--- config.mk ---
export PLATFORM = sky130hd
export DESIGN_NAME = stream_frame_gate
export DESIGN_NICKNAME = d
export VERILOG_FILES = /design/src/rtl/stream_frame_gate.sv
export SDC_FILE = /design/constraint.sdc
export NUM_CORES = 1
export LEC_CHECK = 0
export ABC_CLOCK_PERIOD_IN_PS = 4000
export BUFFER_PORTS_ARGS = -buffer_cell sky130_fd_sc_hd__buf_2
export CAP_MARGIN = 10
export CORE_ASPECT_RATIO = 0.9
export CORE_MARGIN = 1
export CORE_UTILIZATION = 58
export CTS_CLUSTER_DIAMETER = 30
export DETAILED_ROUTE_END_ITERATION = 10
export PLACE_DENSITY_LB_ADDON = 0.12
export SYNTH_ARGS = -nofsm -noshare
export SYNTH_HDL_FRONTEND = slang
export SYNTH_SLANG_ARGS = --single-unit
--- constraint.sdc ---
create_clock -name clk -period 4 [get_ports clk]
set_input_delay 0 -clock clk [delete_from_list [all_inputs] [get_ports clk]]
set_output_delay 0 -clock clk [all_outputs]
set_load 0.01 [all_outputs]
--- src/rtl/stream_frame_gate.sv ---
// Purpose : frame-aligned gate and geometry checker for a raw fval/lval/pixel sensor stream.
// Latency : 2 clk from i_fval/i_lval/iv_pix_data to o_fval/o_lval/ov_pix_data, constant.
// Backpres: none; the sensor stream cannot stall, so every cycle is accepted and registered.
//
// Ports:
//   clk, reset_n        pixel clock, synchronous active-low reset
//   i_stream_enable     level request to pass whole frames
//   i_fval/i_lval/iv_pix_data      raw stream in
//   o_fval/o_lval/ov_pix_data      gated stream out (lval only inside fval, data zero outside lval)
//   o_frame_done        one-cycle pulse on the first o_fval=0 cycle after a passed frame
//   ov_frame_width/ov_frame_height/o_line_err   geometry of the last passed frame
module stream_frame_gate #(
  parameter int DATA_WIDTH  = 12,
  parameter int CHANNEL_NUM = 1,
  parameter int CNT_WIDTH   = 16
) (
  input  logic                              clk,
  input  logic                              reset_n,
  input  logic                              i_stream_enable,
  input  logic                              i_fval,
  input  logic                              i_lval,
  input  logic [DATA_WIDTH*CHANNEL_NUM-1:0] iv_pix_data,
  output logic                              o_fval,
  output logic                              o_lval,
  output logic [DATA_WIDTH*CHANNEL_NUM-1:0] ov_pix_data,
  output logic                              o_frame_done,
  output logic [CNT_WIDTH-1:0]              ov_frame_width,
  output logic [CNT_WIDTH-1:0]              ov_frame_height,
  output logic                              o_line_err
);

  localparam int DW = DATA_WIDTH * CHANNEL_NUM;

  typedef enum logic {ST_OFF, ST_ON} state_t;

  function automatic logic [CNT_WIDTH-1:0] sat_inc(input logic [CNT_WIDTH-1:0] v);
    return (&v) ? v : v + CNT_WIDTH'(1);
  endfunction

  // input pipeline
  logic          d1_fval_q, d1_fval_d, d1_lval_q, d1_lval_d, d2_fval_q, d2_fval_d;
  logic [DW-1:0] d1_data_q, d1_data_d;
  // d1_vld/d2_vld mark stages holding a real sample since reset, so the
  // zeroed post-reset history cannot fake a rise in the middle of a frame
  logic          d1_vld_q, d1_vld_d, d2_vld_q, d2_vld_d;

  state_t        state_q, state_d;

  // output stage
  logic          o_fval_q, o_fval_d, o_lval_q, o_lval_d, o_frame_done_q, o_frame_done_d;
  logic [DW-1:0] pix_q, pix_d;
  logic [CNT_WIDTH-1:0] width_q, width_d, height_q, height_d;
  logic          line_err_q, line_err_d;

  // per-frame measurement
  logic [CNT_WIDTH-1:0] pix_cnt_q, pix_cnt_d, line_cnt_q, line_cnt_d;
  logic [CNT_WIDTH-1:0] cur_len_q, cur_len_d, ref_len_q, ref_len_d;
  logic          ref_vld_q, ref_vld_d, err_acc_q, err_acc_d;

  logic rise, fall, lv, pass, lv_pass, line_end;

  always_comb begin
    rise     = d1_fval_q & ~d2_fval_q & d2_vld_q;
    fall     = ~d1_fval_q & d2_fval_q & d2_vld_q;
    lv       = d1_lval_q & d1_fval_q;
    // a frame may start passing on its very first cycle, keeping latency constant
    pass     = (state_q == ST_ON) | (i_stream_enable & rise);
    lv_pass  = lv & pass;
    // o_lval_q is the previous lv&pass, so this also catches lval still high when fval falls
    line_end = pass & o_lval_q & ~lv_pass;

    d1_fval_d = i_fval;
    d1_lval_d = i_lval;
    d1_data_d = iv_pix_data;
    d2_fval_d = d1_fval_q;
    d1_vld_d  = 1'b1;
    d2_vld_d  = d1_vld_q;

    state_d = state_q;
    if (state_q == ST_OFF && i_stream_enable && rise) state_d = ST_ON;
    if (state_q == ST_ON && fall && !i_stream_enable) state_d = ST_OFF;

    o_fval_d = d1_fval_q & pass;
    o_lval_d = lv_pass;
    pix_d    = lv_pass ? d1_data_q : '0;

    pix_cnt_d  = pix_cnt_q;
    line_cnt_d = line_cnt_q;
    cur_len_d  = cur_len_q;
    ref_len_d  = ref_len_q;
    ref_vld_d  = ref_vld_q;
    err_acc_d  = err_acc_q;

    if (pass) begin
      if (rise) begin
        pix_cnt_d  = '0;
        line_cnt_d = '0;
        cur_len_d  = '0;
        ref_vld_d  = 1'b0;
        err_acc_d  = 1'b0;
      end
      if (lv) begin
        pix_cnt_d = sat_inc(pix_cnt_d);
      end else if (line_end) begin
        cur_len_d  = pix_cnt_d;
        line_cnt_d = sat_inc(line_cnt_d);
        pix_cnt_d  = '0;
        if (!ref_vld_d) begin
          ref_len_d = cur_len_d;
          ref_vld_d = 1'b1;
        end else if (cur_len_d != ref_len_d) begin
          err_acc_d = 1'b1;
        end
      end
    end

    // stats use the post-update values so a line ending on the fall cycle is included
    o_frame_done_d = fall & (state_q == ST_ON);
    width_d    = width_q;
    height_d   = height_q;
    line_err_d = line_err_q;
    if (o_frame_done_d) begin
      width_d    = cur_len_d;
      height_d   = line_cnt_d;
      line_err_d = err_acc_d;
    end
  end

  always_ff @(posedge clk) begin
    if (!reset_n) begin
      d1_fval_q      <= 1'b0;
      d1_lval_q      <= 1'b0;
      d1_data_q      <= '0;
      d2_fval_q      <= 1'b0;
      d1_vld_q       <= 1'b0;
      d2_vld_q       <= 1'b0;
      state_q        <= ST_OFF;
      o_fval_q       <= 1'b0;
      o_lval_q       <= 1'b0;
      pix_q          <= '0;
      o_frame_done_q <= 1'b0;
      width_q        <= '0;
      height_q       <= '0;
      line_err_q     <= 1'b0;
      pix_cnt_q      <= '0;
      line_cnt_q     <= '0;
      cur_len_q      <= '0;
      ref_len_q      <= '0;
      ref_vld_q      <= 1'b0;
      err_acc_q      <= 1'b0;
    end else begin
      d1_fval_q      <= d1_fval_d;
      d1_lval_q      <= d1_lval_d;
      d1_data_q      <= d1_data_d;
      d2_fval_q      <= d2_fval_d;
      d1_vld_q       <= d1_vld_d;
      d2_vld_q       <= d2_vld_d;
      state_q        <= state_d;
      o_fval_q       <= o_fval_d;
      o_lval_q       <= o_lval_d;
      pix_q          <= pix_d;
      o_frame_done_q <= o_frame_done_d;
      width_q        <= width_d;
      height_q       <= height_d;
      line_err_q     <= line_err_d;
      pix_cnt_q      <= pix_cnt_d;
      line_cnt_q     <= line_cnt_d;
      cur_len_q      <= cur_len_d;
      ref_len_q      <= ref_len_d;
      ref_vld_q      <= ref_vld_d;
      err_acc_q      <= err_acc_d;
    end
  end

  assign o_fval          = o_fval_q;
  assign o_lval          = o_lval_q;
  assign ov_pix_data     = pix_q;
  assign o_frame_done    = o_frame_done_q;
  assign ov_frame_width  = width_q;
  assign ov_frame_height = height_q;
  assign o_line_err      = line_err_q;

endmodule

==> impl_metrics.tcl <==
set metrics [dict create \
    grt_pass1_wl_um 23290 \
    final_nets 732 \
    yosysMostFrequentCell "dfxtp_1" \
    met3_usage_pct 7.867 \
    grt_max_degree 59 \
    synth_seq_area_share_pct 47.46 \
    synth_cell_types 63 \
    crit_type "flip-flop to flip-flop" \
    initial_utilization_pct 60.47 \
    overflow 0 \
    hold_viol 0 \
    grtUsageMet2_pct 51.54 \
    ys_top_cells_by_count "dfxtp_1, nor2_1, nand2_1" \
    drt_iter0_markers 299 \
    yosys_warnings 0 \
    die_w_um 105.3 \
    globalRouteTotalUtil_pct 30.36 \
    vias_per_cell 5.889 \
    max-cap-violations 0 \
    fill_cells 740 \
    synth.net_count 674 \
    cts-htree-levels 4 \
    path_clk_slew_ns 0.07 \
    cts_num_sinks 132 \
    power_density_nw_per_um2 433.2 \
    dp_slack_ns 1.199 \
    worst_ep_required_time_ns 4.39 \
    hp-class "input pin to flip-flop" \
    synth_ff_type "dfxtp_1" \
    cts_tree "done" \
    die_y_um 94.95 \
    path_cells "and3b_1 > o21ai_1 > buf_4 > nand2_1 > nand4_1 > o31ai_1 > a21oi_1" \
    syn_area_sq_um 5568 \
    routed_wl_um 14450 \
    dr.pass1.iters 5 \
    post_cts_buffers 0 \
    end_kind "flip-flop" \
    cpPeakStageDelay_ns 0.84 \
    slew_viol_final 0 \
    vias 4994 \
    hold_buffers 16 \
    setup_viol 0 \
    rsz0062_at_grt "no" \
    max_freq_ghz 0.3490 \
    root_buffer "clkbuf_8" \
    synth_area_leader_cell "dfxtp_1" \
    worstPathArrival_ns 3.25 \
    cp-start-kind "flip-flop" \
    place_inst 800 \
    power.leakage_uw 0.002562 \
    io_pins 65 \
    wl_per_cell_um 17.04 \
    relSlewSlack_pct 35.62 \
    synth_seq_cells 132 \
    cts_made_buffers 17 \
    coreArea_sq_um 9208 \
    grt_pass1_vias 4717 \
    fin_skew_ns 0.008267 \
    synth_edf_count 0 \
    use_met1_pct 35.72 \
    synth_area_leaders "dfxtp_1, and2_1, nor2_1" \
    area_growth_pct 18.49 \
    diodes 0 \
    avgSynthCellArea_sq_um 8.501 \
    tightest_slew_ns 0.9657 \
    post_cts_resized 0 \
    syn_inst 655 \
    dpl.hpwl_um 9411 \
    clk_latency_ns 0.53 \
    grt-busiest-layer "met2" \
    crit_path_max_fanout 27 \
    setup_slack_ns 1.135 \
    synth_top_area_share_pct 47.46 \
    final_cells 848 \
    finalSetupTns_ns 0 \
    drtAntennaViolNets 0 \
    gp_congestion 0.9457 \
    min_period_ns 2.865 \
    antenna_found_initial 0 \
    fin_crit_sh_pct 71.63 \
    status "complete, no violations" \
    cts_buffer_depth 2 \
    portBuffers 64 \
    cp_slowest_cell "and3b_1" \
    drive_above_1_share_pct 15.56 \
    final_util_pct 71.65 \
    dieArea_sq_um 9996 \
    num_rows 33 \
    ir_drop_uv 365.8 \
    drcViolationCount 0 \
    async_flop_share_pct 0 \
]
## report_power, final
part | switching [uW] | leakage, uW | total [uW] | internal, uW
Clock | 662 | 0.000266 | 1450 | 791
Sequential | 6.24 | 0.00107 | 1330 | 1320
Combinational | 45.2 | 0.00123 | 74.9 | 29.7
## worst max-delay path, delay by kind of cell (launching register included)
kind	cells	cell delay, ns
AND/OR/NAND/NOR	3	1.09
AO/OA/AOI/OAI	3	0.84
flip-flops	1	0.46
buffers and inverters	1	0.32
## final cells by class
type / count / area (sq um) / area share, %
repair buffers: 86 / 525.5 / 7.965
multi-input cells: 462 / 2674 / 40.53
well taps: 122 / 152.6 / 2.314
clock inverters: 15 / 136.4 / 2.067
inverters: 14 / 52.55 / 0.7965
clock buffers: 17 / 414.1 / 6.277
flip-flops and latches: 132 / 2643 / 40.05
## worst paths after layout
path / startpoint / end / slack (ns) / cells after the start
worst min register to register: d1_data_q[6] / ov_pix_data[6] / 0.43 / 1
worst min-delay path: iv_pix_data[10] / d1_data_q[10] / 0.21 / 3
worst max-delay path: d1_fval_q / o_line_err / 1.13 / 7
worst max register to register: d1_fval_q / o_line_err / 1.13 / 7
## sequential cells by signal, indices dropped and copies added, names as in the netlist, 12 cells and up
| signal | cells |
|---|---|
| ov_frame_height | 16 |
| pix_cnt_q | 16 |
| cur_len_q | 16 |
| ov_frame_width | 16 |
| line_cnt_q | 16 |
| ref_len_q | 16 |
| d1_data_q | 12 |
| ov_pix_data | 12 |
## logic make-up (layout without fill, tap and decap cells)
kind of cell	after synthesis	count (layout)	synth area share, %
and+or+nand+nor	296	296	27.33
xor gates and xnor gates	15	15	2.360
buffers and inverters	61	132	4.539
DFF	132	132	47.46
AOI/OAI and AO/OA	146	146	17.33
adders and majority gates	2	2	0.4494
muxes	3	3	0.5393
## cells in the final DEF, fill, tap and decap left out, types with 3 or more instances in the layout
| cell | instances |
|---|---|
| a211oi_1 | 16 |
| a21oi_1 | 34 |
| a22o_1 | 5 |
| a22oi_1 | 11 |
| a31oi_1 | 9 |
| and2_1 | 49 |
| and3_1 | 6 |
| buf_2 | 64 |
| buf_4 | 6 |
| clkbuf_16 | 16 |
| clkinvlp_4 | 3 |
| dfxtp_1 | 132 |
| dlygate4sd3_1 | 16 |
| inv_1 | 14 |
| inv_6 | 5 |
| inv_8 | 5 |
| mux2i_1 | 3 |
| nand2_1 | 65 |
| nand2b_1 | 4 |
| nand3_1 | 33 |
| nand4_1 | 15 |
| nor2_1 | 78 |
| nor3_1 | 18 |
| nor4_1 | 6 |
| nor4bb_1 | 4 |
| o21ai_0 | 28 |
| o21ai_1 | 6 |
| o22ai_1 | 3 |
| o31ai_1 | 5 |
| o32ai_1 | 4 |
| xnor2_1 | 8 |
| xor2_1 | 7 |
## stage by stage
| step | area, sq um | hold WS (ns) | total power (uW) |
|---|---|---|---|
| 6_report | 6598 | 0.2056 | 2858 |
| 2_1_floorplan | 5568 | 0.02772 | 1399 |
| 3_3_place_gp | 5887 | 0.2062 | 1419 |
| 4_1_cts | 6598 | 0.1920 | 2868 |
| 5_1_grt | 6598 | 0.2010 | 2947 |
| 3_5_place_dp | 5887 | 0.2105 | 1421 |
## layer usage
layer | routed length [um] | part of all wire [%] | vias to the layer above
li1 | - | - | 2430
met4 | 482 | 3.3 | 0
met5 | 0 | 0 | -
met2 | 7074 | 49 | 152
met1 | 6128 | 42 | 2374
met3 | 763 | 5.3 | 38
No activity file was read; power rests on OpenSTA's default activity.
